$ cat config.mk
export PLATFORM = sky130hd
export DESIGN_NAME = mem_stage
export DESIGN_NICKNAME = d
export VERILOG_FILES = /design/src/rtl/mem_stage.sv
export SDC_FILE = /design/constraint.sdc
export NUM_CORES = 1
export LEC_CHECK = 0
export BUFFER_PORTS_ARGS = -buffer_cell sky130_fd_sc_hd__buf_4
export CAP_MARGIN = 10
export CELL_PAD_IN_SITES_DETAIL_PLACEMENT = 0
export CELL_PAD_IN_SITES_GLOBAL_PLACEMENT = 1
export CORE_UTILIZATION = 36
export CTS_CLUSTER_DIAMETER = 80
export CTS_CLUSTER_SIZE = 28
export DETAILED_ROUTE_END_ITERATION = 10
export PLACE_DENSITY_LB_ADDON = 0.1
export SLEW_MARGIN = 5
export SYNTH_ARGS = -nofsm -noshare
export SYNTH_HDL_FRONTEND = slang
export SYNTH_SLANG_ARGS = --single-unit
$ cat constraint.sdc
create_clock -name clk -period 4.5 [get_ports clk]
set_input_delay 0.9 -clock clk [delete_from_list [all_inputs] [get_ports clk]]
set_output_delay 0.9 -clock clk [all_outputs]
set_load 0.02 [all_outputs]
$ cat src/rtl/mem_stage.sv
// rtl/mem_stage.sv - MEM pipeline stage: req/ack bus access, stall, write-back registers
// Word/byte loads and stores with a bounded wait, misalignment and timeout error pulses.
module mem_stage #(
  parameter int TIMEOUT = 16
) (
  input  logic        clk,
  input  logic        rst,
  input  logic [31:0] result,
  input  logic [31:0] mem_data,
  input  logic        if_mem_read,
  input  logic        if_mem_write,
  input  logic        load_byte,
  input  logic        if_reg_write_i,
  input  logic [4:0]  data_write_reg_i,
  output logic        mem_stall,
  output logic        bus_req,
  output logic        bus_we,
  output logic [31:0] bus_addr,
  output logic [3:0]  bus_be,
  output logic [31:0] bus_wdata,
  input  logic        bus_ack,
  input  logic [31:0] bus_rdata,
  output logic [31:0] wb_data,
  output logic [4:0]  wb_reg,
  output logic        wb_reg_write,
  output logic [31:0] fwd_data,
  output logic        fwd_valid,
  output logic        addr_err,
  output logic        bus_err
);

  localparam int CW = $clog2(TIMEOUT);
  localparam logic [CW-1:0] C_MAX = CW'(TIMEOUT - 1);

  typedef enum logic {IDLE, WAIT} state_t;

  state_t        r_state;
  logic [CW-1:0] r_cnt;
  logic          r_byte;
  logic [1:0]    r_lane;
  logic [4:0]    r_dst;
  logic          r_rw;

  logic          w_mem_op;
  logic          w_mis;
  logic          w_last;
  logic [31:0]   w_shift;
  logic [31:0]   w_load;

  assign w_mem_op = if_mem_read | if_mem_write;
  assign w_mis    = w_mem_op & ~load_byte & (result[1:0] != 2'b00);
  assign w_last   = (r_cnt == C_MAX);
  assign w_shift  = bus_rdata >> {r_lane, 3'b000};
  assign w_load   = r_byte ? {{24{w_shift[7]}}, w_shift[7:0]} : bus_rdata;

  // The timeout cycle releases the stall so upstream can advance alongside the abort.
  assign mem_stall = ~rst & ((r_state == IDLE) ? (w_mem_op & ~w_mis) : (~bus_ack & ~w_last));

  assign fwd_data  = wb_data;
  assign fwd_valid = wb_reg_write;

  always_ff @(posedge clk or posedge rst) begin
    if (rst) begin
      r_state      <= IDLE;
      r_cnt        <= '0;
      r_byte       <= 1'b0;
      r_lane       <= 2'b00;
      r_dst        <= 5'd0;
      r_rw         <= 1'b0;
      bus_req      <= 1'b0;
      bus_we       <= 1'b0;
      bus_addr     <= 32'd0;
      bus_be       <= 4'd0;
      bus_wdata    <= 32'd0;
      wb_data      <= 32'd0;
      wb_reg       <= 5'd0;
      wb_reg_write <= 1'b0;
      addr_err     <= 1'b0;
      bus_err      <= 1'b0;
    end else begin
      addr_err <= 1'b0;
      bus_err  <= 1'b0;
      case (r_state)
        IDLE: begin
          if (!w_mem_op) begin
            wb_data      <= result;
            wb_reg       <= data_write_reg_i;
            wb_reg_write <= if_reg_write_i;
          end else if (w_mis) begin
            addr_err     <= 1'b1;
            wb_reg_write <= 1'b0;
          end else begin
            bus_req      <= 1'b1;
            bus_we       <= if_mem_write;
            bus_addr     <= {result[31:2], 2'b00};
            bus_be       <= load_byte ? (4'b0001 << result[1:0]) : 4'hF;
            bus_wdata    <= load_byte ? {4{mem_data[7:0]}} : mem_data;
            r_byte       <= load_byte;
            r_lane       <= result[1:0];
            r_dst        <= data_write_reg_i;
            r_rw         <= if_reg_write_i;
            r_cnt        <= '0;
            wb_reg_write <= 1'b0;
            r_state      <= WAIT;
          end
        end
        WAIT: begin
          if (bus_ack) begin
            bus_req <= 1'b0;
            r_state <= IDLE;
            wb_reg  <= r_dst;
            if (!bus_we) begin
              wb_data      <= w_load;
              wb_reg_write <= r_rw;
            end else begin
              wb_reg_write <= 1'b0;
            end
          end else if (w_last) begin
            bus_req      <= 1'b0;
            bus_err      <= 1'b1;
            wb_reg_write <= 1'b0;
            r_state      <= IDLE;
          end else begin
            r_cnt <= r_cnt + 1'b1;
          end
        end
        default: r_state <= IDLE;
      endcase
    end
  end

endmodule

# Yosys cells after proc, flatten, opt, wreduce, memory -nomap -nowiden
# Index checks and enable logic that the tools add are counted.
dict set report totals {
  in_bits 108
  out_inout_bits 144
  ff_bits 122
  wordCells 82
}
dict set report op_classes {
  mux 36
  n_reduce_logical 6
  n_shift 2
  n_bitwise 12
  n_eq_ne 9
  add_sub_neg 1
}
# cell count
set op_table {}
lappend op_table {{$mux W32} 5}
lappend op_table {{$pmux W32 S2} 1}
lappend op_table {{$shr A32 B5 Y8} 1}
lappend op_table {{$mux W4} 5}
lappend op_table {{$mux W1} 18}
lappend op_table {{$ne A2 B2 Y1 const B} 7}
lappend op_table {{$mux W5} 2}
lappend op_table {{$pmux W5 S2} 1}
lappend op_table {{$reduce_and A3 Y1} 3}
lappend op_table {{$pmux W4 S2} 1}
lappend op_table {{$not A1 Y1} 6}
lappend op_table {{$pmux W1 S2} 3}
lappend op_table {{$and A1 B1 Y1} 5}
lappend op_table {{$add A4 B1 Y4 const B} 1}
lappend op_table {{$eq A4 B4 Y1 const B} 1}
lappend op_table {{$reduce_and A4 Y1} 1}
lappend op_table {{$shl A1 B2 Y4 const A} 1}
lappend op_table {{$ne A3 B2 Y1 const B} 1}
lappend op_table {{$reduce_and A2 Y1} 1}
lappend op_table {{$reduce_bool A2 Y1} 1}
lappend op_table {{$or A1 B1 Y1} 1}

# Depth between registers and ports, before layout
# Gate-level depths: netlist of the first run.
dict set report logic_depth {
  depth_word 7
  mapped_depth 7
  depth_no_buf 5
}

# Worst setup path before layout of the first run
# Ideal clock, no wire load.
dict set report synth_timing {
  kind {input to output}
  from {input bus_ack}
  to {output mem_stall}
  t_required_ns 3.600
  setup_slack_ns 1.989
  arrival_ns 1.611
  stages 3
  path_buffers 0
  cell_sequence {nor2b_1 -> a22oi_1 -> nor2_1}
}
dict set report synth_via {
  elab_chain_len 4
}
# item line_no
set synth_lines {}
lappend synth_lines {{start, declared} 21} ;# input logic bus_ack,
lappend synth_lines {{$not A1 Y1} 57} ;# assign mem_stall = ~rst & ((r_state == IDLE) ? (w_mem_op & ~w_mis) : (~bus_ack & ~w_last));
lappend synth_lines {{$and A1 B1 Y1} 57}
lappend synth_lines {{$mux W1} 57}
lappend synth_lines {{$and A1 B1 Y1} 57}
lappend synth_lines {{end, declared} 15} ;# output logic mem_stall,
# Every way passes these cells.

# Final worst setup path of the first run
dict set report layout_timing {
  from {input load_byte}
  to {output mem_stall}
}
dict set report layout_via {
  elab_chain_len 7
}
# item line_no
set layout_lines {}
lappend layout_lines {{start, declared} 12} ;# input logic load_byte,
lappend layout_lines {{$not A1 Y1} 51} ;# assign w_mis = w_mem_op & ~load_byte & (result[1:0] != 2'b00);
lappend layout_lines {{$and A1 B1 Y1 (2 in series)} 51}
lappend layout_lines {{$not A1 Y1 (no line)} --}
lappend layout_lines {{$and A1 B1 Y1} 57}
lappend layout_lines {{$mux W1} 57}
lappend layout_lines {{$and A1 B1 Y1} 57}
# Every way passes these cells.

==> results_dict.tcl, run 1 <==
set metrics [dict create \
    end_kind "output port" \
    tns_ns 0 \
    wl_per_cell_um 17.9 \
    async_reset_ff_share_pct 100 \
    dr.pass1.iters 5 \
    dieArea_um2 16600 \
    die_h_um 129 \
    grt_pass1_wl_um 26700 \
    synth_cell_types 45 \
    antenna_cells 0 \
    status "finished, final reports clean" \
    area_growth_pct 40.3 \
    cp_data_required_time_ns 3.60 \
    post-route-drc-count 0 \
    p_clk_share_pct 25.6 \
    drt_wl_total_um 17400 \
    p_int_uw 3320 \
    cts_buffers 17 \
    grt_pass1_vias 4949 \
    drive_above_1_share_pct 44.4 \
    cap_viol_max_count 0 \
    cts-root-buf "clkbuf_16" \
    worstMarginPinSlew_ns 1.07 \
    relSlewSlack_pct 28.1 \
    max_freq_mhz 334 \
    grt_start_max_net_pins 95 \
    syn_area_per_cell_um2 10.8 \
    synth.top_cell.area_share_pct 52.7 \
    cts_setup_buffers 0 \
    slew_viol_final 0 \
    io_pins 252 \
    place.gp.congestion 0.760 \
    setup_viol 0 \
    insertion_delay_ns 0.41 \
    synth_area_leaders "dfrtp_1 53%, mux2_2 8.0%, mux2i_1 5.5%" \
    num_rows 46 \
    clkSinkCount 122 \
    drtIter0Drc 219 \
    ys_ff_latch 122 \
    fin_worst_skew_ns 0.00775 \
    synth_edf_count 0 \
    crit_fanout 32 \
    p_leak_uw 0.00395 \
    synth_top_flop_cell "dfrtp_1" \
    hold_buffers 0 \
    fin_ws_ns 1.51 \
    arrival_ns 2.09 \
    p_comb_share_pct 41.1 \
    dp_hpwl_um 12800 \
    cts_resized 0 \
    vias 4831 \
    power.share.sequential_pct 33.3 \
    critPathLaunchType "input port" \
    grt_overflow_total 0 \
    via_per_inst 4.97 \
    die_x_um 129 \
    antenna_found_initial 0 \
    antenna_left 0 \
    hp-class "reg2reg" \
    final_common_cell "buf_4" \
    fill_cells 1485 \
    min_period_ns 2.99 \
    worstSetupPathType "in2out" \
    grtUsageTotal_pct 21.6 \
    synth_top_cell_by_area "dfrtp_1" \
    cts_buffer_depth 2 \
    powerDensity_nw_per_um2 652 \
    htree_levels 4 \
    ys_seq_area_share_pct 52.7 \
    final_cells 973 \
    place_inst 941 \
    post-route-period-util_pct 66.5 \
    clk_pin_slew_ns 0.05 \
    ir_drop_uv 253 \
    final_cell_mix "252 x buf_4, 122 x dfrtp_1, 60 x nand2_1" \
    cts_tree "built" \
    yosysWarningCount 0 \
    hold_violations 0 \
    syn_area_um2 5800 \
    syn_inst 537 \
    switching_share_pct 37.4 \
    p_switching_uw 1990 \
    rsz0062_at_grt "false" \
    portBuffers 249 \
    initial_core_util_pct 36.6 \
    fin_nets 853 \
    dp_slack_ns 1.51 \
    timing.hold.ws_ns 0.480 \
    core_um2 15800 \
]
==> synth_stat cells (all sizes together) (2+ instances only) <==
| cell type | number |
|---|---|
| a32o | 3 |
| o22ai | 4 |
| a21oi | 39 |
| and2 | 2 |
| buf | 58 |
| a22oi | 9 |
| nand3 | 3 |
| mux2i | 32 |
| clkbuf | 8 |
| mux2 | 45 |
| o21bai | 2 |
| nor3 | 7 |
| nand2b | 4 |
| a31oi | 2 |
| inv | 13 |
| dfrtp | 122 |
| o211ai | 7 |
| o21ai | 30 |
| o31ai | 26 |
| nand2 | 61 |
| nor2 | 46 |
==> power by group through the flow <==
| stage | clock network (uW) | registers (uW) | logic [uW] |
|---|---|---|---|
| global route | 1440 | 1820 | 2340 |
| detailed placement | 0 | 1790 | 2200 |
| floorplan | 0 | 2120 | 1010 |
| CTS | 1390 | 1780 | 2200 |
| finish | 1360 | 1770 | 2180 |
| global placement | 0 | 1770 | 2180 |
==> area by class of cell <==
| class | count | area (um2) | area share (%) |
|---|---|---|---|
| sequential | 122 | 3050 | 37.5 |
| multi-input combinational | 337 | 2250 | 27.7 |
| timing repair buffer | 253 | 1910 | 23.5 |
| clock buffer | 25 | 505 | 6.22 |
| tap | 216 | 270 | 3.32 |
| clock inverter | 7 | 87.6 | 1.08 |
| inverter | 13 | 51.3 | 0.631 |
==> path summary, 6_finish.rpt <==
kind	to	slack, ns	cells after the start	startpoint
max	mem_stall	1.51	5	load_byte
min	bus_wdata[24]	0.48	2	bus_wdata[24]
max reg2reg	fwd_data[11]	1.90	3	r_state
min reg2reg	bus_wdata[24]	0.48	2	bus_wdata[24]
max in group asynchronous	fwd_data[19]	3.00	3	rst
min in group asynchronous	bus_req	0.69	2	rst
==> per-stage QoR <==
step	power (uW)	area, um2	utilization (%)
2_1_floorplan	3130	5800	-
3_3_place_gp	3940	7540	47.6
3_5_place_dp	3990	7540	47.6
4_1_cts	5370	8130	51.4
5_1_grt	5600	8130	51.4
6_report	5300	8130	51.4
==> per-layer routing <==
layer,up-vias,GRT usage [%],wire (um)
met3,10,7.15,1530
met5,-,0,0
met2,200,35.6,8670
met4,0,8.03,170
li1,2254,-,-
met1,2367,26.2,7010
==> logic make-up (layout without fill, tap and decap cells) <==
logic type | after synthesis | in the layout | synth area share (%)
xor+xnor | 1 | 1 | 0.151
simple gates | 128 | 128 | 9.50
flops | 122 | 122 | 52.7
compound gates | 127 | 127 | 14.1
buf+inv | 79 | 298 | 8.66
other cells | 1 | 2 | 0.0647
fa+ha+maj | 1 | 1 | 0.216
mux | 78 | 78 | 14.7
==> worst max-delay path, cell delays in order <==
cell      delay (ns)
buf_4           0.25
o21bai_2        0.30
a22oi_1         0.38
nor2_1          0.08
buf_4           0.17
No activity file was read; power rests on OpenSTA's default activity.
==> inputs of run 2 (changes only) <==
==> constraint.sdc (replaced) <==
create_clock -name clk -period 3.1 [get_ports clk]
set_input_delay 0.62 -clock clk [delete_from_list [all_inputs] [get_ports clk]]
set_output_delay 0.62 -clock clk [all_outputs]
set_load 0.02 [all_outputs]
==> run 2 against run 1 <==
  * Sequential power is 45% higher
  * Core utilization is 0.69 points higher
  * Global-route usage is 0.057 points lower
  * Via count is 0.17% higher
  * Final area is 1.3% higher
  * Critical endpoint unchanged
  * Setup slack worse by 1.1 ns
  * Hold slack worse by 0.13 ns
  * Die area stayed put
  * Combinational power is 46% higher
  * Cell count is 0.51% higher
==> results_dict.tcl, run 2 (synthesized netlist as in run 1, its figures left out) <==
set metrics [dict create \
    die_h_um 129 \
    arrival_ns 2.08 \
    cts_setup_buffers 0 \
    die_x_um 129 \
    tns_ns 0 \
    io_pins 252 \
    path_buf_inv 1 \
    grt_overflow_total 0 \
    fin_total_pwr_uw 7820 \
    crit_path_max_incr_delay_ns 0.73 \
    timing.hold.ws_ns 0.354 \
    grt_pass1_wl_um 26600 \
    dr.pass1.iters 4 \
    hp-class "in2async" \
    dp_slack_ns 0.670 \
    fin_worst_skew_ns 0.00622 \
    wl_per_cell_um 17.7 \
    reg2reg_from "r_lane[1]" \
    grt_start_max_net_pins 53 \
    initial_core_util_pct 36.6 \
    grt_pass1_vias 4923 \
    cts_resized 0 \
    utilization_pct 52.1 \
    core_um2 15800 \
    worstMarginPinSlew_ns 0.771 \
    crit_path_cell_trace "nor2b_1 > a22oi_1 > nor2_1 > buf_4" \
    critPathLaunch "r_state" \
    final_common_cell "buf_4" \
    cp_top_family "flip-flops" \
    vias 4839 \
    via_per_inst 4.95 \
    num_rows 46 \
    power.share.sequential_pct 32.8 \
    slew_viol_final 0 \
    htree_levels 4 \
    ir_drop_uv 363 \
    slowest_stage "dfrtp_1" \
    antenna_found_initial 0 \
    fill_cells 1486 \
    p_comb_share_pct 40.7 \
    antenna_cells 0 \
    cap_viol_max_count 0 \
    relSlewSlack_pct 48.5 \
    crit_end "mem_stall" \
    p_clk_share_pct 26.4 \
    cts_tree "built" \
    r2r_cells 4 \
    drtIter0Drc 278 \
    p_leak_uw 0.00401 \
    dp_hpwl_um 13200 \
    crit_fanout 18 \
    min_period_ns 2.70 \
    switching_share_pct 36.9 \
    status "finished, final reports clean" \
    place.gp.congestion 0.834 \
    setup_viol 0 \
    portBuffers 249 \
    fin_nets 858 \
    end_kind "output port" \
    drive_above_1_share_pct 44.9 \
    p_switching_uw 2880 \
    drt_wl_total_um 17300 \
    clkSinkCount 122 \
    insertion_delay_ns 0.41 \
    critPathLaunchType "flip-flop" \
    hold_violations 0 \
    post-route-period-util_pct 87.0 \
    rrSetupSlack_ns 0.93 \
    cts_buffers 17 \
    dieArea_um2 16600 \
    fin_ws_ns 0.404 \
    clk_pin_slew_ns 0.05 \
    p_int_uw 4940 \
    rr_endpoint "fwd_data[14]" \
    cts-root-buf "clkbuf_16" \
    rsz0062_at_grt "false" \
    post-route-drc-count 0 \
    antenna_left 0 \
    grtUsageTotal_pct 21.5 \
    powerDensity_nw_per_um2 949 \
    final_cell_mix "254 x buf_4, 122 x dfrtp_1, 60 x nand2_1" \
    hold_buffers 0 \
    cts_buffer_depth 2 \
    worstSetupPathType "reg2out" \
    area_growth_pct 42.2 \
    max_freq_mhz 371 \
    cp.depth 4 \
    cp_data_required_time_ns 2.48 \
]
[run 2: how the worst min path moves through the flow]
| stage | from | endpoint |
|---|---|---|
| 2_1_floorplan | r_dst[1] | r_dst[1] |
| 4_1_cts | rst | bus_err |
| 3_3_place_gp | bus_wdata[13] | bus_wdata[13] |
| 5_1_grt | rst | r_state |
| 6_report | rst | bus_err |
| 3_5_place_dp | bus_wdata[10] | bus_wdata[10] |
[run 2: metrics by stage]
stage,instances,cell area (um2)
5_1_grt,978,8240
3_5_place_dp,946,7610
2_1_floorplan,538,5800
6_report,978,8240
4_1_cts,978,8240
3_3_place_gp,946,7610
[run 2: routing by layer]
metal / track usage, % / share of wire, %
met1: 25.8 / 41
met2: 35.5 / 50
met3: 7.36 / 8.7
met4: 8.65 / 0.97
met5: 0 / 0
[run 2: layout make-up]
type	count	area, um2	area share (%)
clock inverter	7	110	1.34
timing repair buffer	258	1990	24.1
clock buffer	25	515	6.26
multi-input combinational	337	2250	27.3
sequential	122	3050	37.0
tap	216	270	3.28
inverter	13	52.6	0.638
[run 2: power by group through the flow]
stage / clock network [uW] / logic [uW] / registers (uW)
6_report: 2070 / 3190 / 2570
5_1_grt: 2180 / 3420 / 2650
4_1_cts: 2110 / 3220 / 2590
3_5_place_dp: 0 / 3220 / 2600
3_3_place_gp: 0 / 3190 / 2570
2_1_floorplan: 0 / 1470 / 3080
